File: src/rtl/fp16_pkg.sv
// Shared FP16 field layout, result-flag encoding and a classification helper
// used by the FP16 result collector.
package fp16_pkg;

    localparam int FP16_W = 16;
    localparam int EXP_W  = 5;
    localparam int MAN_W  = 10;
    localparam logic [EXP_W-1:0] EXP_MAX = 5'd31;

    localparam int MAN_LSB  = 0;
    localparam int MAN_MSB  = MAN_W - 1;
    localparam int EXP_LSB  = MAN_W;
    localparam int EXP_MSB  = EXP_LSB + EXP_W - 1;
    localparam int SIGN_BIT = FP16_W - 1;

    localparam int FLG_ZERO = 0;
    localparam int FLG_INF  = 1;
    localparam int FLG_NAN  = 2;
    localparam int FLG_W    = 3;

    typedef logic [FP16_W-1:0] fp16_t;
    typedef logic [FLG_W-1:0]  fp16_flags_t;

    // Zero ignores the sign, so both +0 and -0 report as zero.
    function automatic fp16_flags_t fp16_classify(input fp16_t c);
        fp16_flags_t f;
        logic        expAllOnes;
        logic        manZero;
        expAllOnes  = (c[EXP_MSB:EXP_LSB] == EXP_MAX);
        manZero     = (c[MAN_MSB:MAN_LSB] == '0);
        f           = '0;
        f[FLG_ZERO] = (c[SIGN_BIT-1:0] == '0);
        f[FLG_INF]  = expAllOnes && manZero;
        f[FLG_NAN]  = expAllOnes && !manZero;
        return f;
    endfunction

endpackage

File: src/rtl/fp16_result_collector_if.sv
// Operand-credit and result ready/valid bundle between the adder side,
// the result collector and its consumer.
interface fp16_result_collector_if;
    import fp16_pkg::*;

    logic        in_valid;
    logic        issue_ready;
    fp16_t       C;
    logic        out_valid;
    logic        out_ready;
    fp16_t       out_data;
    fp16_flags_t out_flags;
    logic        drop_err;

    modport master (
        output in_valid, C, out_ready,
        input  issue_ready, out_valid, out_data, out_flags, drop_err
    );

    modport slave (
        input  in_valid, C, out_ready,
        output issue_ready, out_valid, out_data, out_flags, drop_err
    );

endinterface

File: src/rtl/fp_sync_fifo.sv
// Synchronous FIFO with a registered head: the oldest entry is always held in
// head_q so the output never depends combinationally on the RAM read.
module fp_sync_fifo #(
    parameter int WIDTH = 16,
    parameter int DEPTH = 8,
    parameter int AW    = 3
) (
    input  logic             clk,
    input  logic             rst,
    input  logic             wr_en_i,
    input  logic [WIDTH-1:0] wr_data_i,
    input  logic             rd_en_i,
    output logic [WIDTH-1:0] head_o,
    output logic [AW:0]      count_o
);

    logic [WIDTH-1:0] mem_q [DEPTH];
    logic [AW-1:0]    wr_ptr_q, wr_ptr_d;
    logic [AW-1:0]    rd_ptr_q, rd_ptr_d;
    logic [AW-1:0]    rd_next;
    logic [AW:0]      count_q, count_d;
    logic [WIDTH-1:0] head_q, head_d;
    logic             pop;

    assign pop = rd_en_i && (count_q != '0);

    // After a pop the new head is the next stored entry, or the entry being
    // written this cycle when it is the only one left.
    always_comb begin
        rd_next  = rd_ptr_q + 1'b1;
        wr_ptr_d = wr_ptr_q;
        rd_ptr_d = rd_ptr_q;
        count_d  = count_q;
        head_d   = head_q;

        if (wr_en_i) wr_ptr_d = wr_ptr_q + 1'b1;
        if (pop)     rd_ptr_d = rd_next;

        case ({wr_en_i, pop})
            2'b10:   count_d = count_q + 1'b1;
            2'b01:   count_d = count_q - 1'b1;
            default: count_d = count_q;
        endcase

        if (pop) begin
            if (count_q > (AW+1)'(1)) head_d = mem_q[rd_next];
            else if (wr_en_i)         head_d = wr_data_i;
        end else if ((count_q == '0) && wr_en_i) begin
            head_d = wr_data_i;
        end
    end

    always_ff @(posedge clk) begin
        if (rst) begin
            wr_ptr_q <= '0;
            rd_ptr_q <= '0;
            count_q  <= '0;
            head_q   <= '0;
        end else begin
            wr_ptr_q <= wr_ptr_d;
            rd_ptr_q <= rd_ptr_d;
            count_q  <= count_d;
            head_q   <= head_d;
        end
    end

    always_ff @(posedge clk) begin
        if (wr_en_i) mem_q[wr_ptr_q] <= wr_data_i;
    end

    assign head_o  = head_q;
    assign count_o = count_q;

endmodule

File: src/rtl/fp16_result_collector.sv
// Collects results of the LAT-stage FP16 adder into a FIFO with credit-based
// issue control. Define FPCOL_CLASSIFY_EN to store zero/inf/NaN flags per entry.
module fp16_result_collector
    import fp16_pkg::*;
#(
    parameter int LAT   = 4,
    parameter int DEPTH = 8,
    parameter int AW    = 3
) (
    input logic                    clk,
    input logic                    rst,
    fp16_result_collector_if.slave bus
);

`ifdef FPCOL_CLASSIFY_EN
    localparam int ENTRY_W = FP16_W + FLG_W;
`else
    localparam int ENTRY_W = FP16_W;
`endif

    logic [LAT-1:0]     vld_sr_q, vld_sr_d;
    logic               drop_err_q, drop_err_d;
    logic               res_valid;
    logic               pop;
    logic               push;
    logic               full;
    logic [AW:0]        fifo_count;
    logic [AW+1:0]      inflight;
    logic [AW+1:0]      credit_sum;
    logic [ENTRY_W-1:0] wr_entry;
    logic [ENTRY_W-1:0] head;

    // Every operand pair marked valid is tracked, even one issued without credit.
    always_comb begin
        vld_sr_d[0] = bus.in_valid;
        for (int i = 1; i < LAT; i++) vld_sr_d[i] = vld_sr_q[i-1];
    end

    assign res_valid = vld_sr_q[LAT-1];

    // Pops are credited one cycle late because the credit uses the registered count.
    always_comb begin
        inflight = '0;
        for (int i = 0; i < LAT; i++) inflight = inflight + (AW+2)'(vld_sr_q[i]);
        credit_sum = {1'b0, fifo_count} + inflight;
    end

    assign bus.issue_ready = credit_sum < (AW+2)'(DEPTH);

    assign full       = (fifo_count == (AW+1)'(DEPTH));
    assign pop        = bus.out_valid && bus.out_ready;
    assign push       = res_valid && (!full || pop);
    assign drop_err_d = drop_err_q || (res_valid && full && !pop);

    always_ff @(posedge clk) begin
        if (rst) begin
            vld_sr_q   <= '0;
            drop_err_q <= 1'b0;
        end else begin
            vld_sr_q   <= vld_sr_d;
            drop_err_q <= drop_err_d;
        end
    end

`ifdef FPCOL_CLASSIFY_EN
    assign wr_entry      = {fp16_classify(bus.C), bus.C};
    assign bus.out_flags = head[FP16_W +: FLG_W];
`else
    assign wr_entry      = bus.C;
    assign bus.out_flags = '0;
`endif

    fp_sync_fifo #(
        .WIDTH (ENTRY_W),
        .DEPTH (DEPTH),
        .AW    (AW)
    ) u_fifo (
        .clk       (clk),
        .rst       (rst),
        .wr_en_i   (push),
        .wr_data_i (wr_entry),
        .rd_en_i   (pop),
        .head_o    (head),
        .count_o   (fifo_count)
    );

    assign bus.out_valid = (fifo_count != '0);
    assign bus.out_data  = head[FP16_W-1:0];
    assign bus.drop_err  = drop_err_q;

endmodule

File: src/flat_wrapper.sv
// flat-port wrapper written by rule: the top's interface ports become plain ports
module fp16_result_collector_flat import fp16_pkg::*;
#(
    parameter int LAT   = 4,
    parameter int DEPTH = 8,
    parameter int AW    = 3
)
  (clk, rst, bus_in_valid, bus_C, bus_out_ready, bus_issue_ready, bus_out_valid, bus_out_data, bus_out_flags, bus_drop_err);
  fp16_result_collector_if bus_i ();
  input logic clk;
  input logic rst;
  input wire logic [$bits(bus_i.in_valid)-1:0] bus_in_valid;
  input wire logic [$bits(bus_i.C)-1:0] bus_C;
  input wire logic [$bits(bus_i.out_ready)-1:0] bus_out_ready;
  output wire logic [$bits(bus_i.issue_ready)-1:0] bus_issue_ready;
  output wire logic [$bits(bus_i.out_valid)-1:0] bus_out_valid;
  output wire logic [$bits(bus_i.out_data)-1:0] bus_out_data;
  output wire logic [$bits(bus_i.out_flags)-1:0] bus_out_flags;
  output wire logic [$bits(bus_i.drop_err)-1:0] bus_drop_err;
  assign bus_i.in_valid = bus_in_valid;
  assign bus_i.C = bus_C;
  assign bus_i.out_ready = bus_out_ready;
  assign bus_issue_ready = bus_i.issue_ready;
  assign bus_out_valid = bus_i.out_valid;
  assign bus_out_data = bus_i.out_data;
  assign bus_out_flags = bus_i.out_flags;
  assign bus_drop_err = bus_i.drop_err;
  fp16_result_collector #(.LAT(LAT), .DEPTH(DEPTH), .AW(AW)) u_core (.clk(clk), .rst(rst), .bus(bus_i));
endmodule
File: config.mk
export PLATFORM = sky130hd
export DESIGN_NAME = fp16_result_collector_flat
export DESIGN_NICKNAME = d
export VERILOG_FILES = /design/src/rtl/fp16_pkg.sv /design/src/rtl/fp16_result_collector_if.sv /design/src/rtl/fp_sync_fifo.sv /design/src/rtl/fp16_result_collector.sv /design/src/flat_wrapper.sv
export SDC_FILE = /design/constraint.sdc
export NUM_CORES = 1
export LEC_CHECK = 0
export ABC_AREA = 1
export CAP_MARGIN = 5
export CORE_ASPECT_RATIO = 0.6
export CORE_UTILIZATION = 64
export CTS_CLUSTER_SIZE = 20
export DETAILED_ROUTE_END_ITERATION = 10
export PLACE_DENSITY = 0.85
export SLEW_MARGIN = 20
export SYNTH_ARGS = -nofsm -noshare
export SYNTH_HDL_FRONTEND = slang
export SYNTH_SLANG_ARGS = --single-unit
File: constraint.sdc
create_clock -name clk -period 4.8 [get_ports clk]
set_input_delay 1.44 -clock clk [delete_from_list [all_inputs] [get_ports clk]]
set_output_delay 1.44 -clock clk [all_outputs]
set_load 0.03 [all_outputs]
==> results of run 1 <==
[final timing paths]
| kind | startpoint | end | depth (start not counted) |
|---|---|---|---|
| worst max register to register | u_core.u_fifo.rd_ptr_q[0] | u_core.u_fifo.head_o[10] | 10 |
| worst min-delay path | u_core.vld_sr_q[1] | u_core.vld_sr_q[2] | 2 |
| worst max-delay path | u_core.vld_sr_q[0] | bus_issue_ready | 8 |
| worst min register to register | u_core.vld_sr_q[1] | u_core.vld_sr_q[2] | 2 |
[cell usage after synthesis (all sizes together)]
master / n
a211oi: 1
a21o: 1
a21oi: 10
and2: 1
buf: 27
clkbuf: 7
conb: 1
dfxtp: 31
edfxtp: 128
fa: 1
ha: 11
inv: 168
nand2: 226
nand3: 97
nand4: 1
nor2: 82
nor3: 2
o21a: 1
o21ai: 11
or2: 1
xnor2: 1
xor2: 1
[stage by stage]
step / power (uW) / area [sq um] / setup slack (ps)
2_1_floorplan: 2260 / 7330 / 1240
3_3_place_gp: 2460 / 7820 / 987
3_5_place_dp: 2500 / 7820 / 910
4_1_cts: 3850 / 8410 / 447
5_1_grt: 4020 / 8410 / 344
6_report: 3870 / 8410 / 443
[worst register-to-register path: stages, from the launching register on]
cell and delay [ps]:
dfxtp_2 320, buf_4 560, ha_1 360, buf_4 270, inv_2 580, nand3_1 180, nand3_1 100, nand2_1 70
nor2_1 110, nor2_1 70, nor2_1 110
[area by class of cell]
| class | instances | share of cell area [%] |
|---|---|---|
| timing repair buffer | 54 | 5.95 |
| clock inverter | 14 | 1.98 |
| sequential | 159 | 53.1 |
| clock buffer | 18 | 5.10 |
| inverter | 168 | 7.50 |
| multi-input combinational | 451 | 24.3 |
| tap | 139 | 2.07 |
[logic make-up after synthesis]
group	count (synthesis)	share of synthesized area, %
flops	159	61.0
simple gates	410	23.4
other cells	1	0.0512
fa+ha+maj	12	2.15
xor+xnor	2	0.342
compound gates	24	1.90
buf+inv	202	11.2
[metal layers]
metal	wire (microns)	vias up
met1	6860	2456
met5	0	-
li1	-	2592
met2	7410	311
met4	457	0
met3	1630	47
[flip-flops by register name, summed over array words and instances, names as in the netlist]
signal,count
u_core.u_fifo.rd_ptr_q,3
u_core.bus.drop_err,1
u_core.u_fifo.wr_ptr_q,3
u_core.vld_sr_q,4
u_core.u_fifo.count_o,4
u_core.u_fifo.head_o,16
u_core.u_fifo.mem_q,128
[power by group through the flow]
stage	sequential, uW	combinational, uW	clock (uW)
2_1_floorplan	1620	634	0
3_3_place_gp	1580	884	0
3_5_place_dp	1580	916	0
4_1_cts	1550	939	1360
5_1_grt	1550	1040	1430
6_report	1550	957	1360
==> impl_metrics.py, run 1 <==
metrics = {
    "grt": {
        "globalRouteMet2Util_pct": 46.1,
        "grt_pass1_wl_microns": 26100,
        "grt_usage_pct": 29.6,
        "grt_pass1_vias": 5150,
        "grt.busiest_layer": "met2",
        "met1_usage_pct": 39.7,
        "gr-total-overflow": 0,
        "use_met3_pct": 8.01,
        "antenna_found_initial": 0,
        "grt_start_max_net_pins": 67,
    },
    "job": {
        "cap_violations": 0,
    },
    "logic_synthesis": {
        "synth_top_area_share_pct": 52.5,
        "synth_area_sq_um": 7320,
        "syn_area_per_cell_sq_um": 9.04,
        "yosys.area.top_type": "edfxtp_1",
        "ys_ff_latch": 159,
        "synth.distinct_cells": 30,
        "yosys_warnings": 0,
        "synth.area.top_cells": "edfxtp_1 53%, nand2_1 11%, inv_1 8.5%",
        "ys_seq_area_share_pct": 61.0,
        "synth_cells": 810,
    },
    "floorplan": {
        "dieArea_sq_um": 11900,
        "fp.dieH_microns": 84.8,
        "die_x_microns": 140,
        "core.rowCount": 29,
        "core_sq_um": 10800,
        "start_util_pct": 67.5,
        "ios": 42,
    },
    "route": {
        "drt-total-wl_microns": 16400,
        "route.detailed.drc": 0,
        "antenna_left": 0,
        "drt_iter0_drc": 619,
        "routedWlPerCell_microns": 16.3,
        "vias": 5406,
        "first_pass_iters": 5,
        "via_per_inst": 5.39,
    },
    "timing": {
        "max_freq_ghz": 0.230,
        "hold_ws_ps": 439,
        "relSlewSlack_pct": 50.4,
        "slew_violations": 0,
        "tightestPinTransition_ps": 744,
        "hold_violations": 0,
        "finClkSkew_ps": 8.62,
        "fin_setup_tns_ps": 0,
        "period_minus_slack_ps": 4360,
        "rsz0062_at_grt": "no",
        "finalSetupViolations": 0,
        "period_share_pct": 90.8,
    },
    "clock_network": {
        "htree_levels": 4,
        "cts_setup_buffers": 0,
        "insertion_delay_ps": 420,
        "clockBufferDepth": 2,
        "root_buffer": "clkbuf_16",
        "ctsResizeCount": 0,
        "cts_tree": "yes",
        "cts_sinks": 159,
        "clkSlewWorstSetupHoldPaths_ps": 60,
        "numCtsBuffers": 17,
        "cts_hold_buf": 0,
    },
    "placed_design": {
        "hpwl_microns": 9580,
        "gp_routability_congestion": 0.884,
        "dp_cells": 971,
        "portBuffers": 38,
    },
    "power": {
        "clock_power_share_pct": 35.1,
        "irDropWorstVdd_mv": 0.300,
        "net-switching-power_uw": 1230,
        "switching_share_pct": 31.8,
        "combPwrFrac_pct": 24.7,
        "power.density_nw_per_um2": 460,
        "power_frac_seq_pct": 40.1,
        "p_leak_uw": 0.00382,
        "p_int_uw": 2630,
    },
    "finish": {
        "fin_cells": 1003,
        "seq_area_sq_um": 4470,
        "area_growth_pct": 14.9,
        "n_fill_cell": 687,
        "drive_above_1_share_pct": 6.83,
        "antenna_cells": 0,
        "finish.utilization_pct": 77.5,
        "multi_input_area_sq_um": 2050,
        "layout_commonest_cell": "nand2_1",
        "nets": 883,
        "final_cell_mix": "221 x nand2_1, 164 x inv_1, 128 x edfxtp_1",
    },
    "worst_setup_path": {
        "path_class": "flip-flop to output port",
        "crit_chain": "ha_1, inv_1, fa_1, inv_1, ha_1, a21o_1, a211oi_1, clkdlybuf4s50_1",
        "slowest_delay_ps": 720,
        "crit_buf_inv": 3,
        "critPathArrivalTime_ps": 2920,
        "end_kind": "output port",
        "cp-start-kind": "flip-flop",
        "required_ps": 3360,
        "critPathTopFamily": "adder cells",
        "worstPathMaxFanout": 2,
        "rrSetupSlack_ps": 2010,
        "critPathSlowestCell": "clkdlybuf4s50_1",
    },
    "status": {
        "run_status": "finished, final reports clean",
    },
    "min_path": {
        "hold_path_class": "flip-flop to flip-flop",
    },
}
Note: power is estimated with default switching activity, not from simulation.
==> inputs of run 2 (changes only) <==
- CELL_PAD_IN_SITES_DETAIL_PLACEMENT: unset -> 2
- CELL_PAD_IN_SITES_GLOBAL_PLACEMENT: unset -> 2
- CORE_UTILIZATION: 64 -> 40
- GPL_TIMING_DRIVEN: unset -> 1
- PLACE_DENSITY: 0.85 -> unset
- PLACE_DENSITY_LB_ADDON: unset -> 0.1
==> run 2 against run 1 <==
  * Die area up 59%
  * Clock power up 12%
  * Cell count up 9.7%
  * Sequential share of layout area down 1.1 points
  * Global-route usage down 0.76 points
  * Critical endpoint unchanged
==> impl_metrics.py, run 2 (synthesized netlist as in run 1, its figures left out) <==
metrics = {
    "timing": {
        "finClkSkew_ps": 11.7,
        "rsz0062_at_grt": "no",
        "relSlewSlack_pct": 28.3,
        "period_minus_slack_ps": 4380,
        "tightestPinTransition_ps": 1070,
        "hold_ws_ps": 443,
        "setup_ws_ps": 420,
        "hold_violations": 0,
        "finalSetupViolations": 0,
        "max_freq_ghz": 0.228,
        "slew_violations": 0,
        "fin_setup_tns_ps": 0,
        "period_share_pct": 91.2,
    },
    "worst_setup_path": {
        "end_kind": "output port",
        "crit_chain": "ha_1, inv_1, fa_1, inv_1, ha_1, a21o_1, a211oi_1, clkdlybuf4s50_1",
        "crit-reg2reg-capture": "u_core.u_fifo.head_o[12]",
        "crit_buf_inv": 3,
        "critPathSlowestCell": "clkdlybuf4s50_1",
        "timing.critical_path.from": "u_core.vld_sr_q[0]",
        "ff2ff_path_depth": 9,
        "rrSetupSlack_ps": 2240,
        "r2r_start": "u_core.u_fifo.rd_ptr_q[0]",
        "required_ps": 3360,
        "worstPathMaxFanout": 2,
        "critPathTopFamily": "adder cells",
        "cp-start-kind": "flip-flop",
        "critPathArrivalTime_ps": 2940,
        "slowest_delay_ps": 740,
        "path_class": "flip-flop to output port",
        "path_depth": 8,
        "crit_path_end": "bus_issue_ready",
    },
    "finish": {
        "layout_commonest_cell": "nand2_1",
        "nets": 885,
        "area_growth_pct": 17.4,
        "largest_reg_flops": 128,
        "drive_above_1_share_pct": 7.04,
        "regMostFlops": "u_core.u_fifo.mem_q",
        "final_cell_mix": "221 x nand2_1, 165 x inv_1, 128 x edfxtp_1",
        "n_fill_cell": 1881,
        "antenna_cells": 0,
        "finish.utilization_pct": 49.1,
    },
    "floorplan": {
        "core_sq_um": 17500,
        "die_x_microns": 177,
        "dieArea_sq_um": 18900,
        "start_util_pct": 41.8,
        "ios": 42,
        "core.rowCount": 37,
        "fp.dieH_microns": 107,
    },
    "grt": {
        "antenna_found_initial": 0,
        "grt_pass1_wl_microns": 39000,
        "grt_pass1_vias": 6576,
        "grt_usage_pct": 28.8,
        "grt_start_max_net_pins": 64,
        "gr-total-overflow": 0,
    },
    "route": {
        "drt-total-wl_microns": 25400,
        "via_per_inst": 5.21,
        "antenna_left": 0,
        "routedWlPerCell_microns": 23.1,
        "first_pass_iters": 4,
        "route.detailed.drc": 0,
        "vias": 5735,
        "drt_iter0_drc": 402,
    },
    "power": {
        "p_leak_uw": 0.00387,
        "irDropWorstVdd_mv": 0.211,
        "power.density_nw_per_um2": 483,
    },
    "placed_design": {
        "place_ws_ps": 938,
        "gp_routability_congestion": 0.747,
        "hpwl_microns": 15500,
        "portBuffers": 38,
    },
    "min_path": {
        "hold_path_class": "flip-flop to flip-flop",
        "hold_depth": 2,
    },
    "clock_network": {
        "clockBufferDepth": 2,
        "cts_setup_buffers": 0,
        "cts_tree": "yes",
        "cts_hold_buf": 0,
        "clkSlewWorstSetupHoldPaths_ps": 70,
        "cts_sinks": 159,
        "numCtsBuffers": 17,
        "htree_levels": 4,
        "root_buffer": "clkbuf_16",
        "ctsResizeCount": 0,
        "insertion_delay_ps": 440,
    },
    "job": {
        "cap_violations": 0,
    },
    "status": {
        "run_status": "finished, final reports clean",
    },
}
run 2: cell count changes in the layout (fill, tap and decap cells not counted):
| cell | change |
|---|---|
| buf_4 | +2 |
| bufinv_16 | +2 |
| clkbuf_1 | +1 |
| clkinv_1 | -2 |
| clkinvlp_2 | -1 |
| clkinvlp_4 | -2 |
| inv_1 | +1 |
| inv_6 | +1 |
run 2: per-layer routing:
layer	up-vias	routed length, microns	global-route usage (%)
met1	2952	11600	37.2
met3	40	868	4.43
met4	0	494	10.9
met5	-	0	0
met2	149	12400	49.0
li1	2594	-	-
run 2: worst min-delay path by stage:
stage | slack [ps] | endpoint | start
2_1_floorplan | 410 | u_core.vld_sr_q[2] | u_core.vld_sr_q[1]
3_3_place_gp | 420 | u_core.vld_sr_q[2] | u_core.vld_sr_q[1]
3_5_place_dp | 450 | u_core.vld_sr_q[2] | u_core.vld_sr_q[1]
4_1_cts | 450 | u_core.vld_sr_q[2] | u_core.vld_sr_q[1]
5_1_grt | 470 | u_core.vld_sr_q[2] | u_core.vld_sr_q[1]
6_report | 440 | u_core.vld_sr_q[2] | u_core.vld_sr_q[1]
run 2: final cells by class:
type / instances / area, sq um / area share [%]
clock buffer: 19 / 433 / 5.04
multi-input combinational: 451 / 2050 / 23.8
inverter: 168 / 631 / 7.34
sequential: 159 / 4470 / 52.0
timing repair buffer: 56 / 515 / 6.00
clock inverter: 13 / 211 / 2.46
tap: 234 / 293 / 3.41
run 2: where the power goes:
group,internal [uW],switching [uW],total [uW]
Sequential,1530,32.1,1560
Clock,927,601,1530
Combinational,298,771,1070
run 2: tightest hold or removal path, cell delays in order, from the launching register on:
cell and delay (ps):
dfxtp_1 310, inv_1 50, nor2_1 40
run 2: per-stage QoR:
| stage | cell area [sq um] | instances | power [uW] |
|---|---|---|---|
| 2_1_floorplan | 7330 | 812 | 2260 |
| 3_3_place_gp | 7950 | 1068 | 2560 |
| 3_5_place_dp | 7950 | 1068 | 2620 |
| 4_1_cts | 8590 | 1100 | 4170 |
| 5_1_grt | 8590 | 1100 | 4310 |
| 6_report | 8590 | 1100 | 4160 |
